**config.mk**
```make
export PLATFORM = sky130hd
export DESIGN_NAME = data_dump_tx_flat
export DESIGN_NICKNAME = d
export VERILOG_FILES = /design/src/rtl/data_dump_tx_pkg.sv /design/src/rtl/data_dump_tx_if.sv /design/src/rtl/uart_tx_byte.sv /design/src/rtl/data_dump_tx.sv /design/src/flat_wrapper.sv
export SDC_FILE = /design/constraint.sdc
export NUM_CORES = 1
export LEC_CHECK = 0
export ABC_AREA = 1
export CAP_MARGIN = 20
export CORE_ASPECT_RATIO = 0.7
export CORE_MARGIN = 1.5
export CORE_UTILIZATION = 55
export DETAILED_ROUTE_END_ITERATION = 7
export DONT_BUFFER_PORTS = 1
export PLACE_DENSITY = 0.74
export SLEW_MARGIN = 20
export SYNTH_ARGS = -nofsm -noshare
export SYNTH_HDL_FRONTEND = slang
export SYNTH_SLANG_ARGS = --single-unit
```
**constraint.sdc**
```tcl
create_clock -name CLOCK_50 -period 2.6 [get_ports CLOCK_50]
set_input_delay 0.13 -clock CLOCK_50 [delete_from_list [all_inputs] [get_ports CLOCK_50]]
set_output_delay 0.13 -clock CLOCK_50 [all_outputs]
set_load 0.005 [all_outputs]
```
**src/rtl/data_dump_tx_pkg.sv**
```systemverilog
// Shared constants, state encodings and helpers for the data-memory UART dump block.
package data_dump_tx_pkg;

  localparam int unsigned DATA_BITS        = 8;
  localparam int unsigned STOP_BITS        = 2;
  localparam int unsigned CLKS_PER_BIT_DEF = 64;
  localparam int unsigned WORD_W           = 32;
  localparam int unsigned BYTES_PER_WORD   = WORD_W / DATA_BITS;
  localparam int unsigned BYTE_IDX_W       = $clog2(BYTES_PER_WORD);

  typedef enum logic [2:0] {
    C_IDLE,
    C_READ,
    C_WAIT,
    C_SEND,
    C_NEXT
  } ctrl_state_t;

  typedef enum logic [1:0] {
    S_IDLE,
    S_START,
    S_DATA,
    S_STOP
  } ser_state_t;

  // Byte idx of a word, idx 0 being bits [7:0].
  function automatic logic [DATA_BITS-1:0] byte_of(input logic [WORD_W-1:0]     word,
                                                   input logic [BYTE_IDX_W-1:0] idx);
    logic [WORD_W-1:0] sh;
    sh = word >> {idx, 3'b000};
    return sh[DATA_BITS-1:0];
  endfunction

endpackage

```
**src/rtl/data_dump_tx_if.sv**
```systemverilog
// Data-memory read port: one-cycle read strobe, data valid the following cycle.
interface data_dump_tx_if
  import data_dump_tx_pkg::*;
#(
  parameter int unsigned ADDR_W = 8
);
  logic              mem_rd_en;
  logic [ADDR_W-1:0] mem_addr;
  logic [WORD_W-1:0] mem_rdata;

  modport master (output mem_rd_en, output mem_addr, input mem_rdata);
  modport slave  (input mem_rd_en, input mem_addr, output mem_rdata);
endinterface

```
**src/rtl/uart_tx_byte.sv**
```systemverilog
// 8N2 UART byte serializer; reset is active-low, txd is a register that idles high.
module uart_tx_byte
  import data_dump_tx_pkg::*;
#(
  parameter int unsigned CLKS_PER_BIT = CLKS_PER_BIT_DEF
) (
  input  logic                 clock,
  input  logic                 reset,
  input  logic                 load,
  input  logic [DATA_BITS-1:0] data,
  output logic                 txd,
  output logic                 ready,
  output logic                 byte_done
);

  localparam int unsigned BAUD_W = (CLKS_PER_BIT > 1) ? $clog2(CLKS_PER_BIT) : 1;
  localparam int unsigned BIT_W  = $clog2(DATA_BITS);
  localparam int unsigned STOP_W = (STOP_BITS > 1) ? $clog2(STOP_BITS) : 1;

  ser_state_t           state_q, state_d;
  logic [BAUD_W-1:0]    baud_q, baud_d;
  logic [BIT_W-1:0]     bit_q, bit_d;
  logic [STOP_W-1:0]    stop_q, stop_d;
  logic [DATA_BITS-1:0] shift_q, shift_d;
  logic                 txd_d, ready_d, done_d;
  logic                 bit_end_c;

  assign bit_end_c = (baud_q == BAUD_W'(CLKS_PER_BIT - 1));

  // Next-state: every line level is held for exactly CLKS_PER_BIT cycles.
  always_comb begin
    state_d = state_q;
    baud_d  = baud_q;
    bit_d   = bit_q;
    stop_d  = stop_q;
    shift_d = shift_q;
    txd_d   = txd;
    done_d  = 1'b0;
    if (state_q != S_IDLE) begin
      baud_d = bit_end_c ? '0 : baud_q + BAUD_W'(1);
    end
    unique case (state_q)
      S_IDLE: begin
        if (load) begin
          state_d = S_START;
          shift_d = data;
          baud_d  = '0;
          txd_d   = 1'b0;
        end
      end
      S_START: begin
        if (bit_end_c) begin
          state_d = S_DATA;
          bit_d   = '0;
          txd_d   = shift_q[0];
          shift_d = shift_q >> 1;
        end
      end
      S_DATA: begin
        if (bit_end_c) begin
          if (bit_q == BIT_W'(DATA_BITS - 1)) begin
            state_d = S_STOP;
            stop_d  = '0;
            txd_d   = 1'b1;
          end else begin
            bit_d   = bit_q + BIT_W'(1);
            txd_d   = shift_q[0];
            shift_d = shift_q >> 1;
          end
        end
      end
      S_STOP: begin
        if (bit_end_c) begin
          if (stop_q == STOP_W'(STOP_BITS - 1)) begin
            state_d = S_IDLE;
            done_d  = 1'b1;
          end else begin
            stop_d = stop_q + STOP_W'(1);
          end
        end
      end
      default: state_d = S_IDLE;
    endcase
    ready_d = (state_d == S_IDLE);
  end

  always_ff @(posedge clock or negedge reset) begin
    if (!reset) begin
      state_q   <= S_IDLE;
      baud_q    <= '0;
      bit_q     <= '0;
      stop_q    <= '0;
      shift_q   <= '0;
      txd       <= 1'b1;
      ready     <= 1'b1;
      byte_done <= 1'b0;
    end else begin
      state_q   <= state_d;
      baud_q    <= baud_d;
      bit_q     <= bit_d;
      stop_q    <= stop_d;
      shift_q   <= shift_d;
      txd       <= txd_d;
      ready     <= ready_d;
      byte_done <= done_d;
    end
  end

endmodule

```
**src/rtl/data_dump_tx.sv**
```systemverilog
// Dumps NUM_WORDS data-memory words over UART (4 bytes per word, LSB byte first)
// on each rising edge of Enable_Data_Output seen while idle.
module data_dump_tx
  import data_dump_tx_pkg::*;
#(
  parameter int unsigned CLKS_PER_BIT = CLKS_PER_BIT_DEF,
  parameter int unsigned NUM_WORDS    = 16,
  parameter int unsigned ADDR_W       = 8
) (
  input  logic           CLOCK_50,
  input  logic           rst,
  input  logic           Enable_Data_Output,
  data_dump_tx_if.master mem,
  output logic           UART_TxD,
  output logic           busy,
  output logic           done
);

  localparam logic [ADDR_W-1:0]     LAST_ADDR = ADDR_W'(NUM_WORDS - 1);
  localparam logic [BYTE_IDX_W-1:0] LAST_IDX  = BYTE_IDX_W'(BYTES_PER_WORD - 1);

  ctrl_state_t           state_q, state_d;
  logic [ADDR_W-1:0]     addr_q, addr_d;
  logic [WORD_W-1:0]     word_q, word_d;
  logic [BYTE_IDX_W-1:0] idx_q, idx_d;
  logic [DATA_BITS-1:0]  tx_byte_q, tx_byte_d;
  logic                  rd_en_q, rd_en_d;
  logic                  load_q, load_d;
  logic                  busy_q, busy_d;
  logic                  done_q, done_d;
  logic                  en_prev_q;
  logic                  ser_ready, ser_done;
  logic                  start_c;

  assign start_c = Enable_Data_Output & ~en_prev_q & ~busy_q;

  // Next-state: byte 0 of a word is issued straight from WAIT when the line is free,
  // and the next word is fetched while byte 3 is still on the line.
  always_comb begin
    state_d   = state_q;
    addr_d    = addr_q;
    word_d    = word_q;
    idx_d     = idx_q;
    tx_byte_d = tx_byte_q;
    busy_d    = busy_q;
    rd_en_d   = 1'b0;
    load_d    = 1'b0;
    done_d    = 1'b0;
    unique case (state_q)
      C_IDLE: begin
        if (start_c) begin
          state_d = C_READ;
          addr_d  = '0;
          rd_en_d = 1'b1;
          busy_d  = 1'b1;
        end
      end
      C_READ: state_d = C_WAIT;
      C_WAIT: begin
        word_d  = mem.mem_rdata;
        state_d = C_SEND;
        idx_d   = '0;
        if (ser_ready && !load_q) begin
          load_d    = 1'b1;
          tx_byte_d = byte_of(mem.mem_rdata, BYTE_IDX_W'(0));
          idx_d     = BYTE_IDX_W'(1);
        end
      end
      C_SEND: begin
        if (ser_ready && !load_q) begin
          load_d    = 1'b1;
          tx_byte_d = byte_of(word_q, idx_q);
          if (idx_q == LAST_IDX) begin
            state_d = C_NEXT;
          end else begin
            idx_d = idx_q + BYTE_IDX_W'(1);
          end
        end
      end
      C_NEXT: begin
        if (addr_q != LAST_ADDR) begin
          addr_d  = addr_q + ADDR_W'(1);
          rd_en_d = 1'b1;
          state_d = C_READ;
        end else if (ser_done) begin
          state_d = C_IDLE;
          busy_d  = 1'b0;
          done_d  = 1'b1;
        end
      end
      default: state_d = C_IDLE;
    endcase
  end

  always_ff @(posedge CLOCK_50 or negedge rst) begin
    if (!rst) begin
      state_q   <= C_IDLE;
      addr_q    <= '0;
      word_q    <= '0;
      idx_q     <= '0;
      tx_byte_q <= '0;
      rd_en_q   <= 1'b0;
      load_q    <= 1'b0;
      busy_q    <= 1'b0;
      done_q    <= 1'b0;
      en_prev_q <= 1'b0;
    end else begin
      state_q   <= state_d;
      addr_q    <= addr_d;
      word_q    <= word_d;
      idx_q     <= idx_d;
      tx_byte_q <= tx_byte_d;
      rd_en_q   <= rd_en_d;
      load_q    <= load_d;
      busy_q    <= busy_d;
      done_q    <= done_d;
      en_prev_q <= Enable_Data_Output;
    end
  end

  uart_tx_byte #(
    .CLKS_PER_BIT(CLKS_PER_BIT)
  ) u_ser (
    .clock    (CLOCK_50),
    .reset    (rst),
    .load     (load_q),
    .data     (tx_byte_q),
    .txd      (UART_TxD),
    .ready    (ser_ready),
    .byte_done(ser_done)
  );

  assign mem.mem_rd_en = rd_en_q;
  assign mem.mem_addr  = addr_q;
  assign busy          = busy_q;
  assign done          = done_q;

endmodule

```
**src/flat_wrapper.sv**
```systemverilog
// flat-port wrapper written by rule: the top's interface ports become plain ports
module data_dump_tx_flat import data_dump_tx_pkg::*;
#(
  parameter int unsigned CLKS_PER_BIT = CLKS_PER_BIT_DEF,
  parameter int unsigned NUM_WORDS    = 16,
  parameter int unsigned ADDR_W       = 8
)
  (CLOCK_50, rst, Enable_Data_Output, UART_TxD, busy, done, mem_mem_rd_en, mem_mem_addr, mem_mem_rdata);
  data_dump_tx_if #(.ADDR_W(ADDR_W)) mem_i ();
  input  logic CLOCK_50;
  input  logic rst;
  input  logic Enable_Data_Output;
  output logic UART_TxD;
  output logic busy;
  output logic done;
  output wire logic [$bits(mem_i.mem_rd_en)-1:0] mem_mem_rd_en;
  output wire logic [$bits(mem_i.mem_addr)-1:0] mem_mem_addr;
  input wire logic [$bits(mem_i.mem_rdata)-1:0] mem_mem_rdata;
  assign mem_mem_rd_en = mem_i.mem_rd_en;
  assign mem_mem_addr = mem_i.mem_addr;
  assign mem_i.mem_rdata = mem_mem_rdata;
  data_dump_tx #(.CLKS_PER_BIT(CLKS_PER_BIT), .NUM_WORDS(NUM_WORDS), .ADDR_W(ADDR_W)) u_core (.CLOCK_50(CLOCK_50), .rst(rst), .Enable_Data_Output(Enable_Data_Output), .mem(mem_i), .UART_TxD(UART_TxD), .busy(busy), .done(done));
endmodule
```
# After elaboration in Yosys (flattened, before gate mapping)

Index checks and enable logic that the tools add are counted.

Bitwise logic cells: 4
Equality and inequality tests: 26
Mux-type cells: 61
Reduce and logical (&&, ||, !) cells: 21
$add $sub $neg: 5
Shifts and indexed selects: 1

Operator list:

| operator                                       | number |
|---|---|
| two-way mux 8 bit                              | 8 |
| one-hot mux 8 bit (2 select lines)             | 2 |
| >> shifter 32 x 5 -> 8 bit                     | 1 |
| two-way mux 3 bit                              | 8 |
| two-way mux 6 bit                              | 4 |
| one-hot mux 8 bit (3 select lines)             | 1 |
| two-way mux 1 bit                              | 22 |
| AND reduction 4 bit                            | 5 |
| two-way mux 2 bit                              | 8 |
| != test 2 bit (second input constant)          | 8 |
| one-hot mux 3 bit (5 select lines)             | 1 |
| != test 2 x 1 -> 1 bit (second input constant) | 6 |
| nonzero test 2 bit                             | 5 |
| AND reduction 3 bit                            | 3 |
| adder 8 x 1 -> 8 bit (second input constant)   | 1 |
| != test 8 x 4 -> 1 bit (second input constant) | 1 |
| one-hot mux 2 bit (4 select lines)             | 1 |
| adder 6 x 1 -> 6 bit (second input constant)   | 1 |
| == test 2 bit (second input constant)          | 3 |
| == test 3 x 2 -> 1 bit (second input constant) | 2 |
| == test 3 bit (second input constant)          | 2 |
| == test 6 bit (second input constant)          | 1 |
| one-hot mux 1 bit (2 select lines)             | 3 |
| one-hot mux 3 bit (2 select lines)             | 1 |
| 17 further kinds                               | 20 |

Word-level logic and storage cells: 136
Output and inout bits: 12
Bits in registers: 81

# Depth between registers and ports, before layout

Gate-level depths: netlist of run 1.

Depth after elaboration: 5
Gate-level depth with buffers: 11
Gate-level depth less buffers: 11

# By module

From an unflattened synthesis of run 1, not the netlist that was laid out.

Cell total of the unflattened synthesis: 508
Area total of the unflattened synthesis: 4157.7 um2

Modules (own cells, without submodules):

| module       | times used | area each (um2) | cells each |
|---|---|---|---|
| data_dump_tx | 1          | 2862.7          | 368 |
| uart_tx_byte | 1          | 1295.0          | 140 |

# Worst setup path after synthesis of run 1

OpenSTA, ideal clock, no wires.

Path type: reg-to-reg
Start point: reg u_core.u_ser.state_q[0]
End point: reg u_core.u_ser.ready
Stages on the path, launching flop included: 12
Path slack: 1.133 ns
Clock period less this slack: 1.467 ns
Required time: 2.525 ns
Arrival: 1.393 ns
Path through: dfrtp_1 inv_1 ha_1 nand2_1 inv_2 nand3_1 nand2_1 nand2_1 nand2_1 nand2_1 inv_1 nor2_1

Cells in the longest elaborated chain, start to end: 4
Elaborated cells on any way between the ends: 12
Classes of those cells: 3 x eq/ne; 7 x mux; 2 x reduce/logical

Ends and longest elaborated chain:

| element                                     | line                                   | source |
|---|---|---|
| start, declared                             | uart_tx_byte.sv:20                     | `ser_state_t state_q, state_d;` |
| start signal, assigned                      | uart_tx_byte.sv:98                     | `state_q <= state_d;` |
| two-way mux 2 bit, on equally long branches | uart_tx_byte.sv:74, uart_tx_byte.sv:61 |  |
| two-way mux 2 bit, on equally long branches | uart_tx_byte.sv:73, uart_tx_byte.sv:60 |  |
| one-hot mux 2 bit (4 select lines) *        | uart_tx_byte.sv:42                     | `unique case (state_q)` |
| via u_core.u_ser.state_d[0]                 | uart_tx_byte.sv:20                     |  |
| zero test 2 bit *                           | uart_tx_byte.sv:84                     | `ready_d = (state_d == S_IDLE);` |
| via u_core.u_ser.ready_d                    | uart_tx_byte.sv:25                     | `logic txd_d, ready_d, done_d;` |
| end signal, assigned                        | uart_tx_byte.sv:104                    | `ready <= ready_d;` |
| end, declared                               | uart_tx_byte.sv:12                     | `output logic ready,` |

The timed path passes the listed nets; every way through them passes the cells marked *.
A chain may end at the register's enable or synchronous reset.

# Final worst setup path of run 1

Start point: reg u_core.u_ser.state_q[1]
End point: reg u_core.u_ser.shift_q[5]

Cells in the longest elaborated chain, start to end: 3
Elaborated cells on any way between the ends: 10
Classes of those cells: 6 x eq/ne; 1 x mux; 3 x reduce/logical

Ends and longest elaborated chain:

| element                                                | line                | source |
|---|---|---|
| == test 2 bit (tied with other cells)                  | uart_tx_byte.sv:42  |  |
| != test 2 bit (no source line) (tied with other cells) | n/a                 |  |
| AND reduction 5 bit (no source line)                   | n/a                 |  |
| end signal, assigned                                   | uart_tx_byte.sv:102 | `shift_q <= shift_d;` |
| end, declared                                          | uart_tx_byte.sv:24  | `logic [DATA_BITS-1:0] shift_q, shift_d;` |

Several ways; a longest one is shown, not always the timed one.

==> results.py, run 1 <==
metrics = {
    "clock_network": {
        "cts_setup_buffers": 0,
        "cts_made_buffers": 9,
        "cts_max_level": 3,
        "cts-root-buf": "clkbuf_8",
        "clk_latency_ps": 350,
        "clockBufferDepth": 2,
        "cts.sinks": 81,
        "clk_pin_slew_ps": 90,
        "cts.repair.resized": 0,
        "cts_tree": "yes",
    },
    "worst_hold_path": {
        "hp-class": "in -> reg",
    },
    "synth": {
        "synth_fp_nets": 483,
        "syn_inst": 438,
        "synthDominantCellAreaShare_pct": 50.5,
        "ys_seq_area_share_pct": 51.9,
        "ys_warn_count": 0,
        "netlist_area_um2": 3910,
        "synth_area_leader_cell": "dfrtp_1",
        "syn_area_per_cell_um2": 8.93,
        "synth-edff-count": 0,
        "synth_area_leaders": "dfrtp_1 (51%), nand2_1 (7.5%), o21ai_0 (5.2%)",
        "synth-async-reset-ratio_pct": 100,
        "yosysMostFrequentCell": "dfrtp_1",
        "ys_seq_elements": 81,
        "synthTopCellsByCount": "dfrtp_1 (79), nand2_1 (78), inv_1 (47)",
        "ys.flop_type": "dfrtp_1",
        "synth_cell_types": 31,
    },
    "global_route": {
        "grt_pass1_vias": 3011,
        "antenna_found_initial": 0,
        "grt_max_degree": 82,
        "track_usage_pct": 22.9,
        "grt_pass1_wl_mm": 13.8,
        "overflow": 0,
    },
    "floorplan": {
        "die_width_um": 104,
        "core_um2": 6820,
        "ios": 47,
        "placementRows": 25,
        "die_height_um": 73.6,
        "die-area_um2": 7630,
        "start_util_pct": 57.4,
    },
    "run_status": {
        "outcome": "complete, no violations",
    },
    "routing": {
        "ant_nets": 0,
        "drt-pass1-iter-count": 4,
        "drt-initial-drc-count": 212,
        "routedWlPerCell_um": 14.4,
        "vias_per_cell": 5.36,
        "finalWirelength_mm": 8.24,
        "drc": 0,
        "num_vias": 3075,
    },
    "placement": {
        "placed_cell_area_um2": 3990,
        "pre_cts_ws_ps": 821,
        "io_buffers": 0,
        "hpwlAfterDp_mm": 5.31,
        "gp_congestion": 0.872,
        "dp.cells": 523,
    },
    "critical_path": {
        "crit_chain": "inv_1, ha_1, inv_1, or2_2, o211ai_1, nand2_1",
        "crit_top_cell": "inv_1",
        "crit_type": "reg -> reg",
        "cpMaxStageDelayCell": "ha_1",
        "end_kind": "flop",
        "startpoint_type": "flop",
        "cp_slowest_stage_delay_ps": 490,
        "worst-endpoint-required_ps": 2830,
        "worstPathArrival_ps": 2010,
        "rrSetupSlack_ps": 820,
        "critPathMaxFanout": 11,
    },
    "timing": {
        "rsz0062_at_grt": "no",
        "period_minus_slack_ps": 1780,
        "finalSetupTns_ps": 0,
        "timing.final.ws_setup_ps": 816,
        "fin_crit_sh_pct": 68.6,
        "skew_ps": 14.7,
        "slew_viol_final": 0,
        "hold_viol_final": 0,
        "fmaxAchievable_mhz": 561,
        "setup_violations": 0,
        "slew_headroom_pct": 66.1,
        "tightest_slew_ps": 508,
    },
    "pwr": {
        "p_leak_uw": 0.00217,
        "power_density_nw_per_um2": 554,
        "vdd_drop_max_mv": 0.411,
    },
    "layout": {
        "syn_to_final_growth_pct": 17.6,
        "final_cell_count_no_fill": 574,
        "drive_gt1_share_pct": 11.7,
        "antenna_cells": 0,
        "utilization_pct": 67.5,
        "nets": 520,
        "finish.instance_area_um2": 4600,
    },
    "run": {
        "cap_violations": 0,
    },
}
## logic make-up (layout without fill, tap and decap cells)
kind of cell,Yosys count,count (layout),share of synthesized area (%)
buffers and inverters,62,104,6.37
adders and majority gates,10,10,3.20
xor gates and xnor gates,6,6,1.34
muxes,18,18,5.18
DFF,81,81,51.9
AOI/OAI and AO/OA,96,96,13.2
and+or+nand+nor,165,165,18.8
## state kept, by name (all words and copies together) (netlist names), 3 cells and up
register,count
u_core.tx_byte_q,8
u_core.u_ser.bit_q,3
u_core.state_q,3
u_core.word_q,32
u_core.mem.mem_addr,8
u_core.u_ser.baud_q,6
u_core.u_ser.shift_q,8
## critical path: cells and delay by family (launching register included)
family | cells | cell delay (ps)
compound gates | 1 | 90
fa+ha+maj | 1 | 490
buf+inv | 2 | 300
flops | 1 | 410
simple gates | 2 | 380
## cell usage in the layout, fill, tap and decap left out, types with 9 or more instances in the layout
| cell | count |
|---|---|
| nand2_1 | 78 |
| dfrtp_1 | 79 |
| nor2_1 | 43 |
| ha_1 | 10 |
| inv_1 | 47 |
| mux2_2 | 18 |
| clkbuf_8 | 9 |
| o21ai_0 | 41 |
| a21oi_1 | 34 |
| dlygate4sd3_1 | 34 |
| nand3_1 | 24 |
## routing by layer
metal  global-route usage [%]  share of wire (%)  up-vias
met4                     9.26                1.3        0
met3                     6.57                5.6        8
met2                     36.3                 46       80
li1                         -                  -     1516
met1                     30.2                 47     1471
met5                        0                  0        -
## stage by stage
stage | hold slack (ps) | power, µW
global placement | -164 | 1390
floorplan | -166 | 1380
CTS | 3.65 | 2570
global route | 51.0 | 2640
finish | 18.9 | 2550
detailed placement | -164 | 1400
## cell type report
| type | count | area (µm²) |
|---|---|---|
| well taps | 94 | 118 |
| repair buffers | 38 | 390 |
| multi-input cells | 295 | 1630 |
| clock buffers | 10 | 128 |
| clock inverters | 6 | 115 |
| inverters | 50 | 188 |
| fillers | 562 | 2220 |
| flip-flops and latches | 81 | 2030 |
## report_power, final
group	total, µW	switching [µW]	internal, µW
clock	1100	460	643
sequential	1310	17.7	1300
combinational	130	61.8	68.1
## worst paths after layout
kind | startpoint | end | cells past startpoint
max | u_core.u_ser.state_q[1] | u_core.u_ser.shift_q[5] | 6
min | mem_mem_rdata[0] | u_core.tx_byte_q[0] | 2
max reg2reg | u_core.u_ser.state_q[1] | u_core.u_ser.shift_q[5] | 6
min reg2reg | u_core.u_ser.bit_q[1] | u_core.u_ser.bit_q[1] | 2
max in group asynchronous | rst | u_core.u_ser.txd | 2
min in group asynchronous | rst | u_core.en_prev_q | 2
## timing repair
item | CTS | global route
endpoints found under the hold margin | 120 | 0
hold buffers | 35 | 0
setup endpoints to repair | 0 | 0
Note: power is estimated with default switching activity, not from simulation.
==> inputs of run 2 (changes only) <==
--- a/config.mk
+++ b/config.mk
@@ -12,7 +12,7 @@
 export CORE_UTILIZATION = 55
 export DETAILED_ROUTE_END_ITERATION = 7
 export DONT_BUFFER_PORTS = 1
-export PLACE_DENSITY = 0.74
+export PLACE_DENSITY = 0.77
 export SLEW_MARGIN = 20
 export SYNTH_ARGS = -nofsm -noshare
 export SYNTH_HDL_FRONTEND = slang
==> constraint.sdc (replaced) <==
create_clock -name CLOCK_50 -period 1.6 [get_ports CLOCK_50]
set_input_delay 0.08 -clock CLOCK_50 [delete_from_list [all_inputs] [get_ports CLOCK_50]]
set_output_delay 0.08 -clock CLOCK_50 [all_outputs]
set_load 0.005 [all_outputs]
==> results.py, run 2 (synthesis gave the netlist of run 1 again) <==
metrics = {
    "layout": {
        "syn_to_final_growth_pct": 20.1,
        "final_cell_mix": "dfrtp_1 (78), nand2_1 (76), inv_1 (45), nor2_1 (41), o21ai_0 (39)",
        "antenna_cells": 0,
        "nFillCells": 540,
        "largest-register": "u_core.word_q",
        "utilization_pct": 68.9,
        "multi_input_area_um2": 1700,
        "drive_gt1_share_pct": 16.3,
        "register_area_um2": 2030,
        "layout_commonest_cell": "dfrtp_1",
        "largest_reg_flops": 32,
        "nets": 533,
    },
    "global_route": {
        "grt_max_degree": 82,
        "antenna_found_initial": 0,
        "track_usage_pct": 24.1,
        "grt_pass1_vias": 3214,
        "grt_pass1_wl_mm": 14.6,
        "overflow": 0,
    },
    "timing": {
        "whs_ps": -575,
        "rsz0062_at_grt": "yes",
        "slew_headroom_pct": 78.9,
        "slew_viol_final": 0,
        "skew_ps": 10.9,
        "fmaxAchievable_mhz": 662,
        "setup_violations": 0,
        "period_minus_slack_ps": 1510,
        "hold_viol_final": 81,
        "fin_crit_sh_pct": 94.4,
        "tightest_slew_ps": 317,
    },
    "routing": {
        "num_vias": 3184,
        "drt-initial-drc-count": 194,
        "ant_nets": 0,
        "drt-pass1-iter-count": 4,
        "finalWirelength_mm": 8.41,
        "routedWlPerCell_um": 14.4,
        "drc": 0,
        "vias_per_cell": 5.43,
    },
    "run_status": {
        "outcome": "finished, violations left",
        "violations": "hold timing",
    },
    "pwr": {
        "vdd_drop_max_mv": 0.472,
        "power_density_nw_per_um2": 803,
        "p_leak_uw": 0.00220,
    },
    "critical_path": {
        "crit_buf_inv": 1,
        "worstPathArrival_ps": 1790,
        "cpMaxStageDelayCell": "dfrtp_2",
        "startpoint_type": "flop",
        "end_kind": "flop",
        "cp_slowest_stage_delay_ps": 460,
        "crit_type": "reg -> reg",
        "crit_chain": "buf_4, ha_2, nor2_4, nand2_8, nor2_4, o211ai_1, nand2_1",
        "worst-endpoint-required_ps": 1880,
        "crit_family": "simple AND/OR/NAND/NOR gates",
        "crit_top_cell": "nor2_4",
        "critPathMaxFanout": 6,
    },
    "floorplan": {
        "core_um2": 6820,
        "ios": 47,
        "placementRows": 25,
        "die_width_um": 104,
        "die-area_um2": 7630,
        "start_util_pct": 57.4,
        "die_height_um": 73.6,
    },
    "clock_network": {
        "cts.sinks": 81,
        "clk_latency_ps": 340,
        "clk_pin_slew_ps": 80,
        "cts_max_level": 3,
        "cts-hold-fix-buffers": 33,
        "clockBufferDepth": 2,
        "cts-root-buf": "clkbuf_8",
        "cts_tree": "yes",
        "cts_made_buffers": 9,
    },
    "placement": {
        "hpwlAfterDp_mm": 5.46,
        "gp_congestion": 0.863,
        "io_buffers": 0,
    },
    "worst_hold_path": {
        "hp-class": "in -> async",
    },
    "run": {
        "cap_violations": 0,
    },
}
-- run 2: report_power, final --
part	internal, µW	switching, µW	total [µW]
sequential	2110	28.5	2140
combinational	103	63.6	166
clock	758	711	1470
-- run 2: worst paths after layout --
path,from,endpoint,slack (ps),cells after the start
max,u_core.u_ser.state_q[1],u_core.u_ser.shift_q[4],90,7
min,rst,u_core.u_ser.baud_q[3],-570,0
max reg2reg,u_core.u_ser.state_q[1],u_core.u_ser.shift_q[4],90,7
min reg2reg,u_core.u_ser.shift_q[5],u_core.u_ser.shift_q[5],500,2
max in group asynchronous,rst,u_core.u_ser.txd,1950,0
min in group CLOCK_50,Enable_Data_Output,u_core.state_q[2],60,4
-- run 2: per-layer routing --
layer  global-route usage, %  routed length (µm)  vias to the layer above
met1                    29.7                3700                     1547
met3                    7.36                 443                       10
met4                    6.79                 104                        0
met2                    41.9                4170                       84
met5                       0                   0                        -
li1                        -                   -                     1543
-- run 2: cell type report --
class	count	share of cell area, %
flip-flops and latches	81	43.2
multi-input cells	297	36.3
repair buffers	49	9.85
inverters	50	3.99
clock buffers	11	3.01
well taps	94	2.50
clock inverters	4	1.15
-- run 2: worst register-to-register path, delay by kind of cell (launching register included) --
kind            cells  cell delay, ps
simple gates        4             530
flops               1             460
fa+ha+maj           1             210
buf+inv             1             160
compound gates      1             100
-- run 2: through the flow --
| step | setup WS (ps) | TNS [ps] | area, µm² | instances | total power, µW |
|---|---|---|---|---|---|
| after global routing | -5.90 | -6.34 | 4700 | 586 | 3930 |
| after CTS | 18.3 | 0 | 4630 | 584 | 3800 |
| after global placement | 93.7 | 0 | 4080 | 533 | 2260 |
| after detailed placement | -23.9 | -31.7 | 4080 | 533 | 2270 |
| after floorplan | 133 | 0 | 3910 | 438 | 2240 |
| final | 89.7 | 0 | 4700 | 586 | 3770 |
-- run 2: repair_timing --
action | 4_1_cts | 5_1_grt
pin swaps | 1 | 3
resized for setup | 2 | 15
setup buffers | 2 | 1
cloned | 1 | 1
endpoints found under the setup margin | 7 | 14
endpoints found under the hold margin | 121 | 81
